==> src/rtl/led_sequencer.sv <==
// led_sequencer: four timed LED channels driven from one shared tick prescaler.
// Latency: an accepted write shows on led the next cycle; cfg_ready is low only around reset.
module led_sequencer #(
  parameter int PRESCALE = 4,
  parameter int CNTW     = 8
) (
  input  logic            clk,
  input  logic            rst,
  input  logic            cfg_valid,
  output logic            cfg_ready,
  input  logic [1:0]      cfg_ch,
  input  logic [1:0]      cfg_mode,
  input  logic [CNTW-1:0] cfg_t0,
  input  logic [CNTW-1:0] cfg_t1,
  output logic [3:0]      led,
  output logic [3:0]      done,
  output logic            tick
);

  localparam int PW = (PRESCALE > 2) ? $clog2(PRESCALE) : 1;

  localparam logic [1:0] MODE_OFF = 2'b00;
  localparam logic [1:0] MODE_ON  = 2'b01;

  typedef enum logic [2:0] {
    IDLE_OFF,
    IDLE_ON,
    PH0,
    PH1,
    HOLD
  } ch_state_t;

  logic [PW-1:0]   pcnt;
  ch_state_t       st  [4];
  logic [CNTW-1:0] cnt [4];
  logic [CNTW-1:0] t0r [4];
  logic [CNTW-1:0] t1r [4];
  logic [3:0]      periodic;

  // Index of the final tick of a phase; a zero length behaves as one tick.
  function automatic logic [CNTW-1:0] last_idx(input logic [CNTW-1:0] t);
    return (t == '0) ? '0 : t - CNTW'(1);
  endfunction

  assign tick = (pcnt == PW'(PRESCALE - 1));

  always_ff @(posedge clk) begin
    if (rst) begin
      pcnt      <= '0;
      cfg_ready <= 1'b0;
      led       <= '0;
      done      <= '0;
      periodic  <= '0;
      for (int i = 0; i < 4; i++) begin
        st[i]  <= IDLE_OFF;
        cnt[i] <= '0;
        t0r[i] <= '0;
        t1r[i] <= '0;
      end
    end else begin
      cfg_ready <= 1'b1;
      pcnt      <= tick ? '0 : pcnt + PW'(1);
      for (int i = 0; i < 4; i++) begin
        // A write wins over a coincident tick; the tick is dropped for this channel.
        if (cfg_valid && cfg_ready && (cfg_ch == 2'(i))) begin
          cnt[i]      <= '0;
          done[i]     <= 1'b0;
          t0r[i]      <= cfg_t0;
          t1r[i]      <= cfg_t1;
          periodic[i] <= cfg_mode[0];
          case (cfg_mode)
            MODE_OFF: begin st[i] <= IDLE_OFF; led[i] <= 1'b0; end
            MODE_ON:  begin st[i] <= IDLE_ON;  led[i] <= 1'b1; end
            default:  begin st[i] <= PH0;      led[i] <= 1'b0; end
          endcase
        end else if (tick) begin
          case (st[i])
            PH0: begin
              if (cnt[i] == last_idx(t0r[i])) begin
                st[i]  <= PH1;
                cnt[i] <= '0;
                led[i] <= 1'b1;
              end else begin
                cnt[i] <= cnt[i] + CNTW'(1);
              end
            end
            PH1: begin
              if (cnt[i] == last_idx(t1r[i])) begin
                cnt[i] <= '0;
                led[i] <= 1'b0;
                if (periodic[i]) begin
                  st[i] <= PH0;
                end else begin
                  st[i]   <= HOLD;
                  done[i] <= 1'b1;
                end
              end else begin
                cnt[i] <= cnt[i] + CNTW'(1);
              end
            end
            default: ;
          endcase
        end
      end
    end
  end

endmodule
==> config.mk <==
export PLATFORM = sky130hd
export DESIGN_NAME = led_sequencer
export DESIGN_NICKNAME = d
export VERILOG_FILES = /design/src/rtl/led_sequencer.sv
export SDC_FILE = /design/constraint.sdc
export NUM_CORES = 1
export LEC_CHECK = 0
export CAP_MARGIN = 30
export CORE_MARGIN = 2
export CORE_UTILIZATION = 54
export CTS_BUF_LIST = sky130_fd_sc_hd__clkbuf_2
export DETAILED_ROUTE_END_ITERATION = 12
export GPL_ROUTABILITY_DRIVEN = 0
export HOLD_SLACK_MARGIN = 0.12
export PLACE_DENSITY = 0.72
export SLEW_MARGIN = 20
export SYNTH_ARGS = -nofsm -noshare
export SYNTH_HDL_FRONTEND = slang
export SYNTH_SLANG_ARGS = --single-unit
==> constraint.sdc <==
create_clock -name clk -period 3.4 [get_ports clk]
set_input_delay 0.51 -clock clk [delete_from_list [all_inputs] [get_ports clk]]
set_output_delay 0.51 -clock clk [all_outputs]
set_load 0.005 [all_outputs]
* Word-level counts from Yosys, hierarchy flattened
Memory sizes are Yosys's and may differ from the RTL's.
Index checks and enable logic that the tools add are counted.
Widths: inputs -> output; s select.
** Operators by class
- Add/sub/neg operators :: 13
- Reductions and logical operators :: 37
- Bitwise gates (word level) :: 56
- Equality and inequality tests :: 29
- Muxes and demuxes :: 286
** Operator list (number)
- $mux 8 :: 36
- $mux 1 :: 222
- $mux 3 :: 24
- $eq 8x8->1 :: 8
- $logic_not 8->1 :: 8
- $sub 8x1->8 const B :: 8
- $or 1x1->1 :: 52
- $add 8x1->8 const B :: 4
- $reduce_and 4->1 :: 8
- $eq 3x2->1 const B :: 8
- $ne 3x3->1 const B :: 8
- $reduce_bool 3->1 :: 4
- $reduce_or 2->1 :: 6
- $pmux 1 s2 :: 4
- $reduce_bool 2->1 :: 4
- $eq 2x2->1 const B :: 3
- $logic_and 1x1->1 :: 5
- $eq 2x1->1 const B :: 2
- $logic_not 2->1 :: 2
- $not 1->1 :: 4
- $add 2x1->2 const B :: 1
** Word-level totals
- Flip-flop bits (word level) :: 15
- RAM bits :: 108
- Output and inout port bits :: 10
- Memories kept :: 4
** Memory list
- cnt :: words 4, bits a word 8, read ports 4, clocked after memory_dff 0, write ports 4, RTL line 35 : logic [CNTW-1:0] cnt [4];
- t0r :: words 4, bits a word 8, read ports 4, clocked after memory_dff 0, write ports 4, RTL line 36 : logic [CNTW-1:0] t0r [4];
- t1r :: words 4, bits a word 8, read ports 4, clocked after memory_dff 0, write ports 4, RTL line 37 : logic [CNTW-1:0] t1r [4];
- st :: words 4, bits a word 3, read ports 4, clocked after memory_dff 0, write ports 4, RTL line 34 : ch_state_t st [4];

* Logic depth before layout (Yosys ltp)
- Depth after elaboration :: 13
- Depth in mapped cells :: 11
- Gate-level depth less buffers :: 10

* Worst setup path after synthesis
OpenSTA, ideal clock, no wires.
- Path type :: flip-flop to flip-flop
- From :: memory t1r[3][2]
- To :: memory st[3][0] (netlist name), enable pin
- Period minus slack after synthesis :: 2.908 ns
- Setup slack :: 0.492 ns
- Stages on the path, launching flop included :: 9
- Buffers on the path :: 0
- Data arrival time :: 2.602 ns
- Library setup time :: 0.306 ns
- Cell sequence :: edfxtp_1 or3_1 nor3_1 nor3b_1 mux2i_1 xnor2_1 or4_1 or4_1 nand3_1
** RTL lines (RTL line)
- start, declared :: 37
- end, declared :: 34

==> impl_metrics.tcl <==
set metrics [dict create \
    status "finished, final reports clean" \
    numCtsBuffers 17 \
    diodes 0 \
    cts_max_path_buffers 2 \
    max_freq_ghz 0.311 \
    cts_hold_buffers 0 \
    hold_viol_final 0 \
    synth_warnings 0 \
    synth_edf_count 108 \
    drc 0 \
    leakage_nw 3.35 \
    fillCellCount 1212 \
    syn_area_um2 8050 \
    wl_um 19300 \
    multi_input_area_um2 4210 \
    syn_nets 890 \
    die_area_um2 15900 \
    syn_inst 854 \
    io_buffers 32 \
    wire_per_inst_um 18.0 \
    start_util 0.554 \
    grt_overflow_total 0 \
    grt_max_degree 53 \
    grt_pass1_vias 6300 \
    synthDistinctLibCells 73 \
    yosysTopAreaCell "edfxtp_1" \
    drtIter0Drc 738 \
    cts-root-buf "clkbuf_2" \
    dpl.hpwl_um 13900 \
    utilization 0.610 \
    ios 33 \
    min_path_type "register to register" \
    relSlewSlack 0.549 \
    die_h_um 126 \
    die_width_um 126 \
    vias_per_cell 6.22 \
    fin_skew_ps 28.3 \
    synthFlopType "edfxtp_1" \
    end_kind "register" \
    clkSinkCount 123 \
    vias 6688 \
    synth_top_area_frac 0.403 \
    num_rows 44 \
    ys_seq_elements 123 \
    final_layout_size_suffix_gt1_frac 0.0943 \
    htree_num_levels 4 \
    powerDensity_nw_per_um2 384 \
    slew_viol_final 0 \
    cp_data_arrival_time_ps 3690 \
    clkLatencyLatePin_ps 730 \
    firstDrtPassIters 6 \
    ant_nets 0 \
    syn_area_per_cell_um2 9.43 \
    design.core.area_um2 14500 \
    grt_use_total 0.248 \
    async_reset_ff_frac 0 \
    max-vdd-ir-drop_mv 0.235 \
    rsz0062_at_grt "false" \
    ys_seq_area_frac 0.440 \
    worstSetupStartpointType "register" \
    synth_area_leaders "edfxtp_1, and3_1, xnor2_1" \
    grt_pass1_wl_um 31400 \
    clk_pin_slew_ps 210 \
    post-route-min-period_ps 3210 \
    antenna_found_initial 1 \
    path_class "register to register" \
    worstMarginPinSlew_ps 675 \
    timing.final.crit_share 0.945 \
    areaGrowthSynthToFinish_pct 10.2 \
    cts_tree "built" \
    cp_data_required_time_ps 3880 \
    timing.setup.tns_ps 0 \
    worstPathMaxFanout 6 \
    nets 914 \
    seqCellArea_um2 3540 \
    maxCapViolCount 0 \
    finalSetupViolCount 0 \
]
## cell usage after synthesis, drive strengths merged, types with 5 or more instances
| cell type | count |
|---|---|
| and3 | 56 |
| nor2b | 19 |
| o2111ai | 5 |
| o21ai | 26 |
| xnor2 | 38 |
| o311ai | 6 |
| o31ai | 9 |
| or3 | 13 |
| nand2b | 23 |
| nand2 | 59 |
| nand3 | 35 |
| xor2 | 30 |
| nor4b | 10 |
| a31oi | 5 |
| a21oi | 30 |
| o211ai | 7 |
| ha | 13 |
| edfxtp | 108 |
| or4 | 10 |
| o32ai | 6 |
| and2 | 21 |
| a221o | 5 |
| inv | 37 |
| clkbuf | 38 |
| dfxtp | 15 |
| nor4 | 14 |
| mux2i | 10 |
| nand4 | 8 |
| nor2 | 86 |
| buf | 5 |
| nor3b | 6 |
| or2 | 8 |
| nor3 | 28 |
| a21o | 5 |
## critical path: stages (launching register included)
cell	delay, ps
edfxtp_1	470
inv_1	120
ha_1	280
or4b_2	640
nor4_2	240
buf_4	190
nor2_1	50
xnor2_1	120
and4_1	190
nand4_1	240
a21oi_1	230
nand2b_1	190
## metrics by stage
stage	total power [mW]	std cells	worst slack [ps]	area (µm²)	hold WS, ps
2_1_floorplan	2.12	854	492	8050	408
4_1_cts	3.41	1075	194	8850	444
3_5_place_dp	2.27	1043	210	8550	428
5_1_grt	3.53	1075	6.86	8870	473
6_report	3.41	1075	186	8870	449
3_3_place_gp	2.25	1043	311	8550	416
## path summary, 6_finish.rpt
kind / start / endpoint / cells after the start / slack [ps]
worst min register to register: pcnt[0]$_SDFF_PP0_ / pcnt[0]$_SDFF_PP0_ / 1 / 450
worst max register to register: t1r[1][0]$_SDFFCE_PN0P_ / st[1][1]$_SDFFCE_PP0P_ / 11 / 190
worst max-delay path: t1r[1][0]$_SDFFCE_PN0P_ / st[1][1]$_SDFFCE_PP0P_ / 11 / 190
worst min-delay path: pcnt[0]$_SDFF_PP0_ / pcnt[0]$_SDFF_PP0_ / 1 / 450
## layout by cell type, fill, tap and decap left out, types with 9 or more instances in the layout
cell type        Yosys  final
edfxtp_1           108    108
nor2_1              78     78
nand2_1             59     59
and3_1              56     56
inv_1               37     37
xnor2_1             37     37
nand3_1             35     34
clkdlybuf4s50_1      0     32
a21oi_1             30     30
xor2_1              30     30
nor3_1              28     28
o21ai_0             26     26
nand2b_1            23     23
and2_1              21     21
nor2b_1             19     19
clkbuf_2             0     17
buf_4                0     16
dfxtp_1             15     15
nor4_1              13     13
or3_1               13     13
ha_1                13     13
mux2i_1             10     10
o31ai_1              9      9
## sequential cells by signal, indices dropped and copies added, names as in the netlist
register and flops:
pcnt 2, t0r 32, cfg_ready 1, cnt 32, led 4, done 4
st 12, periodic 4, t1r 32
## what timing repair did
item,CTS,global route
resized for setup,0,2
setup buffers,0,0
setup endpoints to repair,0,4
## layout make-up
class | instances | area share
multi-input combinational | 651 | 0.475
sequential | 123 | 0.400
timing repair buffer | 48 | 0.0497
tap | 184 | 0.0260
clock inverter | 15 | 0.0250
inverter | 37 | 0.0157
clock buffer | 17 | 0.00959
## power by group
part / internal [mW] / switching, mW
clock: 0.558 / 0.600
sequential: 1.70 / 0.0951
combinational: 0.202 / 0.249
total: 2.46 / 0.945
## metal layers
layer / track usage / part of all wire / vias to the layer above
met5: 0 / 0 / -
met4: 0.0860 / 0.021 / 0
met2: 0.414 / 0.48 / 259
met1: 0.325 / 0.43 / 3195
li1: - / - / 3197
met3: 0.0501 / 0.071 / 37
## cells by family after synthesis
| family | share of synthesized area |
|---|---|
| muxes | 0.0166 |
| DFF | 0.440 |
| xor gates and xnor gates | 0.0749 |
| buffers and inverters | 0.0387 |
| and+or+nand+nor | 0.286 |
| adders and majority gates | 0.0202 |
| AOI/OAI and AO/OA | 0.124 |
(Power assumes the default switching activity.)
